**src/rtl/parity_stream.sv**
```systemverilog
// Two-stage valid/ready parity generator and checker with a saturating error counter.
// S1 captures the word plus per-byte partial parities; S2 holds the reduced parity and the error flag.
module parity_stream #(
    parameter int WIDTH = 32,
    parameter bit ODD   = 1'b1,
    parameter int CNT_W = 16
) (
    input  logic             clk,
    input  logic             rst,
    input  logic             in_valid,
    output logic             in_ready,
    input  logic [WIDTH-1:0] in_data,
    input  logic             in_par,
    input  logic             check_en,
    output logic             out_valid,
    input  logic             out_ready,
    output logic [WIDTH-1:0] out_data,
    output logic             out_par,
    output logic             out_err,
    input  logic             clr_err,
    output logic [CNT_W-1:0] err_count,
    output logic             err_sticky
);

    localparam int NLANES = (WIDTH + 7) / 8;

    logic              s1_valid_q;
    logic [WIDTH-1:0]  s1_data_q;
    logic              s1_par_in_q;
    logic              s1_chk_q;
    logic [NLANES-1:0] s1_lanes_q;
    logic [NLANES-1:0] lane_par_d;

    logic              s2_valid_q;
    logic [WIDTH-1:0]  s2_data_q;
    logic              s2_par_q;
    logic              s2_err_q;
    logic              s2_par_d;
    logic              s2_err_d;

    logic [CNT_W-1:0]  err_count_q;
    logic              err_sticky_q;

    logic s1_load;
    logic s2_load;
    logic out_fire;

    // Each lane covers one byte; the top lane is narrower when WIDTH is not a multiple of 8.
    generate
        for (genvar gi = 0; gi < NLANES; gi++) begin : g_lane
            localparam int LO = gi * 8;
            localparam int HI = (LO + 8 > WIDTH) ? WIDTH - 1 : LO + 7;
            assign lane_par_d[gi] = ^in_data[HI:LO];
        end
    endgenerate

    assign s2_load  = ~s2_valid_q | out_ready;
    assign s1_load  = ~s1_valid_q | s2_load;
    assign in_ready = s1_load & ~rst;
    assign out_fire = s2_valid_q & out_ready;

    assign s2_par_d = (^s1_lanes_q) ^ ODD;
    assign s2_err_d = s1_chk_q & (s1_par_in_q != s2_par_d);

    always_ff @(posedge clk) begin
        if (rst) begin
            s1_valid_q  <= 1'b0;
            s1_data_q   <= '0;
            s1_par_in_q <= 1'b0;
            s1_chk_q    <= 1'b0;
            s1_lanes_q  <= '0;
        end else if (s1_load) begin
            s1_valid_q  <= in_valid;
            s1_data_q   <= in_data;
            s1_par_in_q <= in_par;
            s1_chk_q    <= check_en;
            s1_lanes_q  <= lane_par_d;
        end
    end

    always_ff @(posedge clk) begin
        if (rst) begin
            s2_valid_q <= 1'b0;
            s2_data_q  <= '0;
            s2_par_q   <= 1'b0;
            s2_err_q   <= 1'b0;
        end else if (s2_load) begin
            s2_valid_q <= s1_valid_q;
            s2_data_q  <= s1_data_q;
            s2_par_q   <= s2_par_d;
            s2_err_q   <= s2_err_d;
        end
    end

    // Clear wins over a coincident error delivery; the word still carries out_err.
    always_ff @(posedge clk) begin
        if (rst || clr_err) begin
            err_count_q  <= '0;
            err_sticky_q <= 1'b0;
        end else if (out_fire && s2_err_q) begin
            err_sticky_q <= 1'b1;
            if (err_count_q != {CNT_W{1'b1}}) begin
                err_count_q <= err_count_q + CNT_W'(1);
            end
        end
    end

    assign out_valid  = s2_valid_q;
    assign out_data   = s2_data_q;
    assign out_par    = s2_par_q;
    assign out_err    = s2_err_q;
    assign err_count  = err_count_q;
    assign err_sticky = err_sticky_q;

endmodule

```
**config.mk**
```make
export PLATFORM = sky130hd
export DESIGN_NAME = parity_stream
export DESIGN_NICKNAME = d
export VERILOG_FILES = /design/src/rtl/parity_stream.sv
export SDC_FILE = /design/constraint.sdc
export NUM_CORES = 1
export LEC_CHECK = 0
export CORE_MARGIN = 4
export CORE_UTILIZATION = 55
export CTS_BUF_LIST = sky130_fd_sc_hd__clkbuf_8
export CTS_CLUSTER_SIZE = 14
export DETAILED_ROUTE_END_ITERATION = 10
export HOLD_SLACK_MARGIN = 0.02
export PLACE_DENSITY_LB_ADDON = 0.1
export SYNTH_ARGS = -nofsm -noshare
export SYNTH_HDL_FRONTEND = slang
export SYNTH_SLANG_ARGS = --single-unit
export TNS_END_PERCENT = 5
```
**constraint.sdc**
```tcl
create_clock -name clk -period 2.5 [get_ports clk]
set_input_delay 0.5 -clock clk [delete_from_list [all_inputs] [get_ports clk]]
set_output_delay 0.5 -clock clk [all_outputs]
set_load 0.03 [all_outputs]
```
==> impl_metrics.py, run 1 <==
metrics = {
    "finish": {
        "final_common_cell": "sky130_fd_sc_hd__nand2_1",
        "finish.net_count": 579,
        "most-common-layout-cells": "141 x sky130_fd_sc_hd__nand2_1, 91 x sky130_fd_sc_hd__dfxtp_1, 89 x sky130_fd_sc_hd__clkdlybuf4s50_1",
        "post_layout_cell_count": 620,
        "total_area_of_multi_input_combinational_cells_sq_um": 1730,
        "n_antenna_cell": 0,
        "area_delta_synth_final_pct": 31.9,
        "area.sequential_sq_um": 1820,
        "nFillCells": 508,
        "post_route_cells_drive_above_1_share_pct": 5.52,
    },
    "logic_synthesis": {
        "mappedNetlistArea_sq_um": 3670,
        "synthTopCellsByArea": "sky130_fd_sc_hd__dfxtp_1 50%, sky130_fd_sc_hd__nand2_1 14%, sky130_fd_sc_hd__a21oi_1 11%",
        "synth_cell_types": 34,
        "synth_cells": 457,
        "post-synth-top-area-cell": "sky130_fd_sc_hd__dfxtp_1",
        "synth.net_count": 497,
        "syn-mean-instance-area_sq_um": 8.04,
        "yosysWarningCount": 0,
        "synth.ff_latch_count": 91,
        "share_of_yosys_cell_area_claimed_by_the_top_area_cell_type_pct": 49.6,
        "seq_area_frac_synth_pct": 49.6,
    },
    "cts": {
        "cts_root_buffer": "sky130_fd_sc_hd__clkbuf_8",
        "clock_sink_count": 91,
        "clock_path_buffers": 2,
        "htree_num_levels": 3,
        "path_clk_slew_ps": 90,
        "cts-hold-fix-buffers": 0,
        "numCtsBuffers": 9,
        "clock_insertion_delay_worst_skew_ps": 350,
        "clock_tree_from_tritoncts": "built",
    },
    "drt": {
        "drt_iter0_markers": 148,
        "vias": 3355,
        "route.antenna.remaining_nets": 0,
        "drt-total-wl_mm": 8.76,
        "drcViolationCount": 0,
        "detail_route.wl_per_cell_um": 14.1,
        "post_drt_via_cell_ratio": 5.41,
        "drt_first_pass_iters": 4,
    },
    "floorplanning": {
        "die_y_um": 89.7,
        "starting_density_of_the_core_pct": 57.2,
        "die_width_um": 89.7,
        "core-area_sq_um": 6420,
        "ios": 92,
        "die_area_sq_um": 8050,
        "row_count": 29,
    },
    "critical_path": {
        "cp_max_fo": 2,
        "max_stage_delay_ps": 500,
        "regToRegStartpoint": "out_valid$_SDFFE_PP0P_",
        "crit_path_cell_trace": "clkdlybuf4s50_1 -> nor2b_2 -> and2_1 -> nor2_1 -> dlymetal6s2s_1",
        "crit-reg2reg-capture": "s1_data_q[0]$_SDFFE_PP0P_",
        "cp-startpoint": "out_ready",
        "reg2reg_setup_slack_ps": 800,
        "cp_slowest_cell": "sky130_fd_sc_hd__clkdlybuf4s50_1",
        "cp-start-kind": "primary input",
        "critPathKind": "in2out",
        "worstPathRequired_ps": 2000,
        "setup.worst_path.end_class": "output pin",
        "timing.reg2reg.worst_path_depth": 6,
        "worst_ep_arrival_time_ps": 1580,
    },
    "min_path": {
        "worst_hold_path_type": "reg2reg",
        "holdPathEnd": "out_data[10]$_SDFFE_PP0P_",
        "worst_hold_path.num_cells": 2,
        "hold_path.startpoint": "s1_data_q[10]$_SDFFE_PP0P_",
    },
    "placement": {
        "routabilityCongestion": 0.811,
        "dp.cells": 605,
        "hpwlAfterDp_mm": 5.90,
        "numPortBuffers": 91,
    },
    "pwr": {
        "cellLeakagePower_nw": 1.75,
        "irDropWorstVdd_v": 0.000478,
        "power_density_normalized_to_cell_area_nw_per_um2": 644,
    },
    "timing": {
        "slew_headroom_pct": 48.4,
        "final_sum_of_negative_setup_slack_ps": 0,
        "fin_crit_sh_pct": 83.1,
        "timing_hold_violations_final": 0,
        "report.final.slew_viol_count": 0,
        "rsz0062_at_grt": "no",
        "actual_transition_at_the_worst_max_transition_pin_ps": 773,
        "achievable-frequency_mhz": 482,
        "setup_viol": 0,
        "layout_min_cycle_time_ps": 2080,
        "final.setup_skew_ps": 9.86,
    },
    "global_route": {
        "grt_antenna_before_repair": 0,
        "global_route.overflow_total": 0,
        "grt_pass1_vias": 3394,
        "grt_first_pass_wirelength_mm": 15.2,
        "largest_net_degree_at_the_start_of_global_routing": 78,
        "gr-usage-all-layers_pct": 22.4,
    },
    "status": {
        "outcome": "finished, final reports clean",
    },
    "run": {
        "maxCapViolations": 0,
    },
}
-- per-stage QoR --
step                      worst slack (ps)  area, sq um  power (W)  util (%)  hold WS, ps
after floorplan                        396         3670    0.00190         -          432
after global placement                51.1         4630    0.00209      72.1          437
after detailed placement              38.6         4630    0.00210      72.1          445
after CTS                             28.6         4840    0.00315      75.4          455
after global routing                   330         4850    0.00327      75.5          475
final                                  423         4850    0.00312      75.5          453
-- sequential cells by signal, indices dropped and copies added, names as in the netlist --
signal       count
err_count       16
s1_valid_q       1
s1_chk_q         1
out_data        32
err_sticky       1
s1_lanes_q       4
s1_data_q       32
out_par          1
out_valid        1
s1_par_in_q      1
out_err          1
-- metal layers --
metal  part of all wire (%)  track usage (%)  up-vias
met5                      0                0        -
met4                    1.3             8.05        0
met3                    4.7             5.43       12
met2                     50             38.9       78
met1                     44             27.0     1567
li1                       -                -     1698
-- cells in the mapped netlist (all sizes together) --
| master | n |
|---|---|
| nand2 | 141 |
| dfxtp | 91 |
| a21oi | 80 |
| xnor2 | 32 |
| clkbuf | 18 |
| nor2 | 14 |
| buf | 11 |
| nand3 | 9 |
| o31ai | 8 |
| o21ai | 7 |
| or3 | 7 |
| or4 | 7 |
| nand4 | 5 |
| a211oi | 4 |
| and3 | 3 |
| nor3 | 3 |
| and4 | 2 |
| nand3b | 2 |
| nor4 | 2 |
| o21a | 2 |
| a31oi | 1 |
| and2 | 1 |
| ha | 1 |
| inv | 1 |
| mux2i | 1 |
| nand2b | 1 |
| nand4b | 1 |
| nor2b | 1 |
| or2 | 1 |
-- logic make-up (layout without fill, tap and decap cells) --
kind of cell,after synthesis,after routing,synth area share (%)
xor gates and xnor gates,32,32,7.63
muxes,1,1,0.272
AOI/OAI and AO/OA,102,102,14.9
DFF,91,91,49.6
and+or+nand+nor,200,200,24.0
buffers and inverters,30,116,3.30
adders and majority gates,1,1,0.340
-- repair_timing --
action	4_1_cts	5_1_grt
resized for setup	0	1
buffers inserted	0	0
setup endpoints to repair	0	1
-- critical path: cells and delay by family --
family	cells	cell delay (ps)
buffers and inverters	2	790
and+or+nand+nor	3	290
-- report_power, final --
| group | internal, W | switching (W) | total, W |
|---|---|---|---|
| combinational | 0.000236 | 0.000246 | 0.000482 |
| sequential | 0.00153 | 0.0000471 | 0.00158 |
| clock | 0.000561 | 0.000498 | 0.00106 |
-- layout make-up --
cell class	instances	area share (%)
Clock buffer	9	2.56
Tap cell	77	1.99
Inverter	1	0.0775
Timing Repair Buffer	100	20.1
Multi-Input combinational cell	336	35.8
Sequential cell	91	37.6
Clock inverter	6	1.86
-- how the worst max path moves through the flow --
stage                to  slack (ps)  cells past startpoint
2_1_floorplan  in_ready         400                      6
3_3_place_gp   in_ready          50                      5
3_5_place_dp   in_ready          40                      5
4_1_cts        in_ready          30                      5
5_1_grt        in_ready         330                      5
6_report       in_ready         420                      5
Note: power is estimated with default switching activity, not from simulation.
==> inputs of run 2 (changes only) <==
--- a/config.mk
+++ b/config.mk
@@ -6,7 +6,7 @@
 export NUM_CORES = 1
 export LEC_CHECK = 0
 export CORE_MARGIN = 4
-export CORE_UTILIZATION = 55
+export CORE_UTILIZATION = 51
 export CTS_BUF_LIST = sky130_fd_sc_hd__clkbuf_8
 export CTS_CLUSTER_SIZE = 14
 export DETAILED_ROUTE_END_ITERATION = 10
==> constraint.sdc (replaced) <==
create_clock -name clk -period 2.1 [get_ports clk]
set_input_delay 0.42 -clock clk [delete_from_list [all_inputs] [get_ports clk]]
set_output_delay 0.42 -clock clk [all_outputs]
set_load 0.03 [all_outputs]
==> run 2 against run 1 <==
  * Power up 16%
  * Sequential cell count unchanged
  * Worst setup slack worse by 270 ps
  * Critical path type is now reg2out
  * Cell count up 3.5%
  * Clock power up 10%
  * Global-route usage down 2.5 points
==> impl_metrics.py, run 2 (same netlist as run 1, synthesis figures left out) <==
metrics = {
    "status": {
        "outcome": "finished, final reports clean",
    },
    "floorplanning": {
        "core-area_sq_um": 6910,
        "die_y_um": 92.9,
        "ios": 92,
        "die_width_um": 92.9,
        "row_count": 30,
        "die_area_sq_um": 8630,
        "starting_density_of_the_core_pct": 53.2,
    },
    "finish": {
        "post_route_cells_drive_above_1_share_pct": 6.41,
        "most-common-layout-cells": "141 x sky130_fd_sc_hd__nand2_1, 91 x sky130_fd_sc_hd__dfxtp_1, 89 x sky130_fd_sc_hd__clkdlybuf4s50_1",
        "n_antenna_cell": 0,
        "final_common_cell": "sky130_fd_sc_hd__nand2_1",
        "finish.net_count": 582,
        "area_delta_synth_final_pct": 33.2,
    },
    "timing": {
        "actual_transition_at_the_worst_max_transition_pin_ps": 562,
        "achievable-frequency_mhz": 514,
        "report.final.slew_viol_count": 0,
        "timing_hold_violations_final": 0,
        "fin_crit_sh_pct": 92.7,
        "rsz0062_at_grt": "no",
        "final_sum_of_negative_setup_slack_ps": 0,
        "slew_headroom_pct": 62.3,
        "setup_viol": 0,
        "layout_min_cycle_time_ps": 1950,
        "final.setup.worst_slack_ps": 153,
        "final.setup_skew_ps": 10.5,
    },
    "cts": {
        "clock_insertion_delay_worst_skew_ps": 340,
        "cts_setup_buffers": 0,
        "path_clk_slew_ps": 90,
        "numCtsBuffers": 9,
        "htree_num_levels": 3,
        "cts_root_buffer": "sky130_fd_sc_hd__clkbuf_8",
        "clock_sink_count": 91,
        "clock_path_buffers": 2,
        "clock_tree_from_tritoncts": "built",
        "cts-hold-fix-buffers": 0,
        "post_cts_resize_count": 0,
    },
    "critical_path": {
        "worst_ep_arrival_time_ps": 1530,
        "setup.worst_path.end_class": "output pin",
        "cp-start-kind": "register",
        "timing.critical_path.max_delay_family": "buffers and inverters",
        "critPathKind": "reg2out",
        "cp_slowest_cell": "sky130_fd_sc_hd__clkdlybuf4s50_1",
        "crit-reg2reg-capture": "err_count[15]$_SDFFE_PP0P_",
        "crit_path_cell_trace": "clkdlybuf4s50_1",
        "timing.reg2reg.worst_path_depth": 5,
        "worstPathRequired_ps": 1680,
        "worst-path-stages": 1,
        "regToRegStartpoint": "err_count[0]$_SDFFE_PP0P_",
        "cp.buffers_inverters": 1,
        "cp_max_fo": 8,
        "max_stage_delay_ps": 720,
        "reg2reg_setup_slack_ps": 380,
    },
    "global_route": {
        "grt_pass1_vias": 3151,
        "largest_net_degree_at_the_start_of_global_routing": 43,
        "grt_antenna_before_repair": 0,
        "global_route.overflow_total": 0,
        "gr-usage-all-layers_pct": 20.0,
        "grt_first_pass_wirelength_mm": 14.1,
    },
    "pwr": {
        "cellLeakagePower_nw": 1.75,
        "finalPower_w": 0.00362,
        "power_density_normalized_to_cell_area_nw_per_um2": 740,
        "irDropWorstVdd_v": 0.000438,
    },
    "drt": {
        "drt_iter0_markers": 133,
        "detail_route.wl_per_cell_um": 13.2,
        "drt_first_pass_iters": 5,
        "route.antenna.remaining_nets": 0,
        "drcViolationCount": 0,
        "vias": 3364,
        "post_drt_via_cell_ratio": 5.24,
        "drt-total-wl_mm": 8.50,
    },
    "min_path": {
        "hold_path.startpoint": "s1_data_q[26]$_SDFFE_PP0P_",
        "worst_hold_path.num_cells": 2,
        "worst_hold_path_type": "reg2reg",
        "holdPathEnd": "s1_data_q[26]$_SDFFE_PP0P_",
    },
    "placement": {
        "hpwlAfterDp_mm": 5.93,
        "numPortBuffers": 91,
        "place_worst_setup_slack_ps": -54.0,
        "routabilityCongestion": 0.840,
    },
    "run": {
        "maxCapViolations": 0,
    },
}
run 2: area by class of cell:
class	instances	area [sq um]
tap	96	120
clock buffer	9	124
fill	621	2010
inverter	1	3.75
multi-input combinational	336	1730
clock inverter	6	73.8
timing repair buffer	103	1020
sequential	91	1820
run 2: how the worst max path moves through the flow:
stage                     slack [ps]                    endpoint                 startpoint
after floorplan                   80                    in_ready     out_valid$_SDFFE_PP0P_
after global placement           -20  err_count[14]$_SDFFE_PP0P_                  out_ready
after detailed placement         -50  err_count[14]$_SDFFE_PP0P_                  out_ready
after CTS                        130                err_count[4]  err_count[4]$_SDFFE_PP0P_
after global routing              90                err_count[8]  err_count[8]$_SDFFE_PP0P_
final                            150                err_count[4]  err_count[4]$_SDFFE_PP0P_
run 2: tightest hold or removal path: cells and delay by family (launching register included):
| kind | cells | cell delay, ps |
|---|---|---|
| compound gates | 1 | 50 |
| simple gates | 1 | 50 |
| flops | 1 | 320 |
run 2: where the power goes:
| part | internal [W] | switching (W) |
|---|---|---|
| Clock | 0.000558 | 0.000613 |
| Sequential | 0.00182 | 0.0000560 |
| Combinational | 0.000284 | 0.000288 |
| Total | 0.00267 | 0.000957 |
run 2: metal layers:
metal	up-vias	share of wire [%]	GRT usage [%]
met5	-	0	0
met4	0	0.74	6.59
met3	5	5.8	3.66
met2	87	49	34.4
met1	1568	44	25.1
li1	1704	-	-
run 2: per-stage QoR:
| stage | util (%) | std cells | hold WS, ps | cell area, sq um |
|---|---|---|---|---|
| 3_5_place_dp | 68.0 | 627 | 442 | 4700 |
| 6_report | 70.9 | 642 | 453 | 4900 |
| 5_1_grt | 70.9 | 642 | 474 | 4900 |
| 3_3_place_gp | 68.0 | 627 | 437 | 4700 |
| 2_1_floorplan | - | 457 | 432 | 3670 |
| 4_1_cts | 70.9 | 642 | 455 | 4900 |
